### config.mk
export PLATFORM = sky130hd
export DESIGN_NAME = bisqrt_bs2bin_acc
export DESIGN_NICKNAME = d
export VERILOG_FILES = /design/src/rtl/bisqrt_bs2bin_acc.sv
export SDC_FILE = /design/constraint.sdc
export NUM_CORES = 1
export LEC_CHECK = 0
export BUFFER_PORTS_ARGS = -buffer_cell sky130_fd_sc_hd__buf_2
export CORE_MARGIN = 2
export CORE_UTILIZATION = 45
export CTS_CLUSTER_DIAMETER = 120
export DETAILED_ROUTE_END_ITERATION = 8
export PLACE_DENSITY = 0.68
export REMOVE_ABC_BUFFERS = 1
export SLEW_MARGIN = 30
export SYNTH_ARGS = -nofsm -noshare
export SYNTH_HDL_FRONTEND = slang
export SYNTH_SLANG_ARGS = --single-unit
### constraint.sdc
create_clock -name clk -period 1.9 [get_ports clk]
set_clock_uncertainty 0.1 [all_clocks]
set_input_delay 0.285 -clock clk [delete_from_list [all_inputs] [get_ports clk]]
set_output_delay 0.285 -clock clk [all_outputs]
set_load 0.03 [all_outputs]
### src/rtl/bisqrt_bs2bin_acc.sv
// Window accumulator for the bipolar sqrt bitstream: counts ones over 2^WINLOG
// accepted bits and reports both the unsigned count and the signed bipolar value.
module bisqrt_bs2bin_acc #(
    parameter int unsigned WINLOG = 8,
    parameter int unsigned CNTW   = WINLOG + 1,
    parameter int unsigned BIW    = WINLOG + 2
) (
    input  logic                  clk,
    input  logic                  rst,
    input  logic                  start,
    input  logic                  cont,
    input  logic                  in_bit,
    input  logic                  in_valid,
    output logic                  busy,
    output logic                  out_valid,
    output logic [CNTW-1:0]       out_ones,
    output logic signed [BIW-1:0] out_bi
);

    localparam int unsigned WIN = 2 ** WINLOG;
    localparam logic [CNTW-1:0] LAST_IDX = CNTW'(WIN - 1);
    localparam logic [BIW-1:0]  BI_OFFSET = BIW'(WIN);

    typedef enum logic [1:0] {
        IDLE = 2'd0,
        ACC  = 2'd1,
        DONE = 2'd2
    } state_t;

    state_t          state;
    logic [CNTW-1:0] wcnt;
    logic [CNTW-1:0] acc;
    logic [CNTW-1:0] acc_sum;
    logic [BIW-1:0]  bi_val;

    // Count including the bit on the input this cycle, and its bipolar form.
    always_comb begin
        acc_sum = acc + CNTW'(in_bit);
        bi_val  = BIW'({acc_sum, 1'b0}) - BI_OFFSET;
    end

    // Results are registered on the edge that accepts the last window bit,
    // so they are visible together with out_valid during DONE.
    always_ff @(posedge clk) begin
        if (rst) begin
            state     <= IDLE;
            wcnt      <= '0;
            acc       <= '0;
            busy      <= 1'b0;
            out_valid <= 1'b0;
            out_ones  <= '0;
            out_bi    <= '0;
        end else begin
            out_valid <= 1'b0;
            case (state)
                IDLE: begin
                    if (start) begin
                        state <= ACC;
                        busy  <= 1'b1;
                        wcnt  <= '0;
                        acc   <= '0;
                    end
                end
                ACC: begin
                    if (in_valid) begin
                        acc  <= acc_sum;
                        wcnt <= wcnt + CNTW'(1);
                        if (wcnt == LAST_IDX) begin
                            state     <= DONE;
                            busy      <= 1'b0;
                            out_valid <= 1'b1;
                            out_ones  <= acc_sum;
                            out_bi    <= bi_val;
                        end
                    end
                end
                DONE: begin
                    wcnt <= '0;
                    acc  <= '0;
                    if (cont) begin
                        state <= ACC;
                        busy  <= 1'b1;
                    end else begin
                        state <= IDLE;
                    end
                end
                default: begin
                    state <= IDLE;
                    busy  <= 1'b0;
                end
            endcase
        end
    end

endmodule

# After elaboration in Yosys (flattened, before gate mapping)
# Cells that the tools add are included.
# totals
reg_bits	41
input_bits	6
out_inout_bits	21
wordCells	42
# classes
add_sub_neg	3
eq_ne	7
mux	16
bitwise_logic	2
reduce_logical	7
# op_table
op	n
$pmux W9 S3	2
$mux W9	3
$sub A10 B9 Y10 const B	1
$add A9 B1 Y9	1
$add A9 B1 Y9 const B	1
$eq A9 B8 Y1 const B	1
$reduce_and A3 Y1	3
$ne A2 B2 Y1 const B	4
$mux W1	6
$mux W2	3
$pmux W2 S3	1
$reduce_and A4 Y1	1
$pmux W1 S3	1
$reduce_bool A3 Y1	1
$reduce_or A3 Y1	1
$eq A2 B1 Y1 const B	1
$eq A2 B2 Y1 const B	1
$logic_not A2 Y1	1
$not A1 Y1	2

# Depth between registers and ports, before layout
# logic_depth
word_depth	4
mapped_depth	8
depth_no_buf	8

# Worst setup path after synthesis
# Ideal clock, no wire load.
# synth_timing
path_kind	flip-flop to flip-flop
startpoint	register acc[0]
endpoint	register out_bi[9]
setup_ns	0.115
t_arrival_ns	1.650
required_ns	1.685
setup_slack_ns	0.035
path_stages_with_launch	7
path_buffers	0
period_less_slack_ns	1.865
cell_sequence	dfxtp_1 -> ha_1 -> ha_1 -> nand3_1 -> o31a_1 -> a211o_1 -> a31o_1
# synth_via
elab_chain_len	2
# synth_lines
element	line_no	text
from (decl)	32	logic [CNTW-1:0] acc;
from (signal assigned)	66	acc <= acc_sum;
$add A9 B1 Y9	38	acc_sum = acc + CNTW'(in_bit);
$sub A10 B9 Y10	39	bi_val = BIW'({acc_sum, 1'b0}) - BI_OFFSET;
to (signal assigned)	73	out_bi <= bi_val;
to (decl)	17	output logic signed [BIW-1:0] out_bi
# No other way between the ends.
# A chain may end at the register's enable or synchronous reset.

# Final worst setup path
# Ends and elaborated chain as after synthesis.

==> qor.log <==
INFO  synthesis      synth_enable_flop_cells=0
INFO  synthesis      postSynthRegisterBits=33
INFO  routing        vias_per_cell=5.32
INFO  routing        firstDrtPassIters=6
INFO  routing        route.met2.wl=1.76mm
INFO  routing        drc=0
INFO  synthesis      ys_dominant_reg_cell=sky130_fd_sc_hd__dfxtp_1
INFO  run_status     outcome=finished clean
INFO  worst_hold_path worst_hold_path_type=input port to register
INFO  clocking       ctsRootBufferMaster=sky130_fd_sc_hd__clkbuf_4
INFO  sta            setup_ws=77.8ps
INFO  synthesis      synth_warnings=0
INFO  synthesis      seq_area_frac_synth=42.4%
INFO  layout         post_layout_nonfiller_instances=265
INFO  global_route   first_global_vias=1319
INFO  routing        route.met3.wl=132um
INFO  synthesis      post_synthesis_cells=186
INFO  power_and_ir_drop irDropWorstVdd=0.337mV
INFO  layout         layout-drive-gt1-share=26.5%
INFO  run            maximum_capacitance_violations=0
INFO  sta            maxClockFrequency=0.549GHz
INFO  critical_path  cpPeakStageDelay=410ps
INFO  floorplan      core-area=3340um2
INFO  critical_path  worst_setup_path_end_kind=register
INFO  sta            report.final.setup_viol=0
INFO  floorplan      chipHeight=62.8um
INFO  clocking       worst_skew_pair.late_latency=340ps
INFO  global_route   globalRouteOverflowTotal=0
INFO  routing        met1_length=1.49mm
INFO  floorplan      floorplan.rows=21
INFO  routing        routed_wl=3.46mm
INFO  routing        antenna_left=0
INFO  global_route   grt_start_max_net_pins=24
INFO  floorplan      initial_utilization=46.7%
INFO  critical_path  critical_path.max_fanout=5
INFO  synthesis      netlist.area_leader.share=42.4%
INFO  critical_path  start_kind=register
INFO  clocking       tritoncts=yes
INFO  critical_path  critical_path_class=register to register
INFO  routing        drt_iter0_markers=74
INFO  power_and_ir_drop power=1.19mW
INFO  floorplan      die_w=62.8um
INFO  placement      placement.io_buffers=25
INFO  sta            unrepaired_setup_endpoints_after_global_routing=true
INFO  placement      dpl_cell_area=1760um2
INFO  critical_path  path_cells=ha_1, nand4_1, or3_4, a211o_1, a31o_1
INFO  synthesis      synth_largest_area_cell=sky130_fd_sc_hd__dfxtp_1
INFO  synthesis      synth_area=1560um2
INFO  critical_path  worst_path_max_delay_cell=sky130_fd_sc_hd__or3_4
INFO  global_route   global_route_wire_length_before_repair=5.64mm
INFO  global_route   initial_antenna_violation_count=0
INFO  floorplan      fp.dieArea=3950um2
INFO  routing        top_layer_used=met4
INFO  clocking       clk_transition_reported_paths=110ps
INFO  layout         area.growth.synth_to_final=18.4%
INFO  global_route   groute.usage.overall=18.4%
INFO  critical_path  worstPathArrival=1970ps
INFO  floorplan      top_level_ports=27
INFO  placement      routability_congestion=0.803
INFO  critical_path  critical_path.n_buffers_inverters=0
INFO  layout         nNetsFinal=229
INFO  placement      numPlacedInstances=257
INFO  sta            timing.final.crit_share=95.9%
INFO  clocking       cts_h_tree_lvls=2
INFO  layout         antenna_cells=0
INFO  synthesis      yosys.cell_types.count=41
INFO  layout         finalInstanceArea=1840um2
INFO  critical_path  cp_delay_by_family_top=simple AND/OR/NAND/NOR gates
INFO  critical_path  worst-endpoint-required=2050ps
INFO  sta            min_period=1820ps
INFO  sta            finalSetupTns=0ps
INFO  clocking       tritoncts_num_sinks=33
INFO  synthesis      yosys-top-cells-area=sky130_fd_sc_hd__dfxtp_1 (42%), sky130_fd_sc_hd__a21oi_1 (5.8%), sky130_fd_sc_hd__nor2_1 (5.8%)
INFO  clocking       clock_tree.buffer_depth=2
INFO  clocking       cts-buffers-inserted=5
INFO  layout         fin_util=55.3%
INFO  synthesis      synthesized_area_divided_by_synthesized_cell_count=8.37um2
INFO  placement      dpl_worst_slack=28.6ps
INFO  power_and_ir_drop power.density=647nW/um2
INFO  sta            maxSlewViolCount=0
INFO  routing        detailroute.via_count=1410
INFO  placement      dp.final_hpwl=2.58mm
INFO  synthesis      async_flop_share=0%
INFO  power_and_ir_drop power.static_leakage=0.719nW
INFO  sta            hold-worst-slack=252ps
INFO  sta            final-hold-violation-count=0
INFO  routing        route.detailed.wl_per_inst=13.0um
## Yosys cell counts, types with 2 or more instances
library cell / number
sky130_fd_sc_hd__nor3_1: 6
sky130_fd_sc_hd__a22oi_1: 3
sky130_fd_sc_hd__a211oi_1: 4
sky130_fd_sc_hd__nand3_1: 8
sky130_fd_sc_hd__inv_1: 3
sky130_fd_sc_hd__clkbuf_1: 4
sky130_fd_sc_hd__and3_1: 2
sky130_fd_sc_hd__o21ai_0: 8
sky130_fd_sc_hd__o211ai_1: 4
sky130_fd_sc_hd__buf_4: 8
sky130_fd_sc_hd__o2111ai_1: 2
sky130_fd_sc_hd__nand2_1: 16
sky130_fd_sc_hd__buf_2: 4
sky130_fd_sc_hd__nor2_1: 24
sky130_fd_sc_hd__nand3b_1: 2
sky130_fd_sc_hd__ha_1: 4
sky130_fd_sc_hd__nand2b_1: 2
sky130_fd_sc_hd__xor2_1: 4
sky130_fd_sc_hd__nand4_1: 2
sky130_fd_sc_hd__dfxtp_1: 33
sky130_fd_sc_hd__xnor2_1: 5
sky130_fd_sc_hd__o21a_1: 2
sky130_fd_sc_hd__a21oi_1: 18
## final timing paths
| check | startpoint | slack, ps | depth (start not counted) | end |
|---|---|---|---|---|
| setup / recovery | acc[0] | 80 | 5 | out_bi[9] |
| hold / removal | rst | 250 | 2 | acc[4] |
| hold reg to reg | out_bi[8] | 370 | 2 | out_bi[8] |
| setup reg to reg | acc[0] | 80 | 5 | out_bi[9] |
## cell families after synthesis
logic type | Yosys count | share of synthesized area (%)
compound gates | 49 | 20.2
xor+xnor | 9 | 5.06
fa+ha+maj | 4 | 3.21
buf+inv | 20 | 7.55
flops | 33 | 42.4
other cells | 1 | 0.241
simple gates | 70 | 21.3
## routing by layer
layer	vias up	global-route usage [%]
li1	713	-
met1	663	19.6
met2	26	32.9
met3	8	6.67
met4	0	7.50
met5	-	0
## cell type report
class                      instances  area, um2
fill                             323       1490
multi-input combinational        133        798
sequential                        33        662
timing repair buffer              43        260
tap                               46       57.6
clock buffer                       7       55.1
inverter                           3       11.3
## state kept, by name, indices dropped and copies added, names as in the netlist
name and count:
acc 9, busy 1, out_bi 2, out_ones 9, out_valid 1, state 2, wcnt 9
## layout by cell type, fill, tap and decap left out, drive strengths merged
cell and count:
a211o 1, a211oi 4, a21o 1, a21oi 18, a22oi 3, a311oi 1, a31o 1, a32oi 1
and2 2, and3 2, and3b 1, buf 43, clkbuf 7, conb 1, dfxtp 33, ha 4
inv 3, nand2 16, nand2b 2, nand3 8, nand3b 2, nand4 2, nor2 24, nor2b 1
nor3 6, nor3b 1, nor4 1, o2111ai 2, o211ai 4, o21a 2, o21ai 8, o21ba 1
o21bai 1, o31a 1, or3 2, xnor2 5, xor2 4
## what timing repair did
item / 4_1_cts / 5_1_grt
endpoints found under the setup margin: 0 / 13
resized for setup: 0 / 7
hold buffers: 0 / 0
setup buffers: 0 / 1
hold endpoints to repair: 0 / 0
## power by group
| group | internal, mW | switching [mW] |
|---|---|---|
| Sequential | 0.698 | 0.00689 |
| Combinational | 0.0281 | 0.0584 |
| Clock | 0.175 | 0.227 |
| Total | 0.901 | 0.292 |
Note: power is estimated with default switching activity, not from simulation.
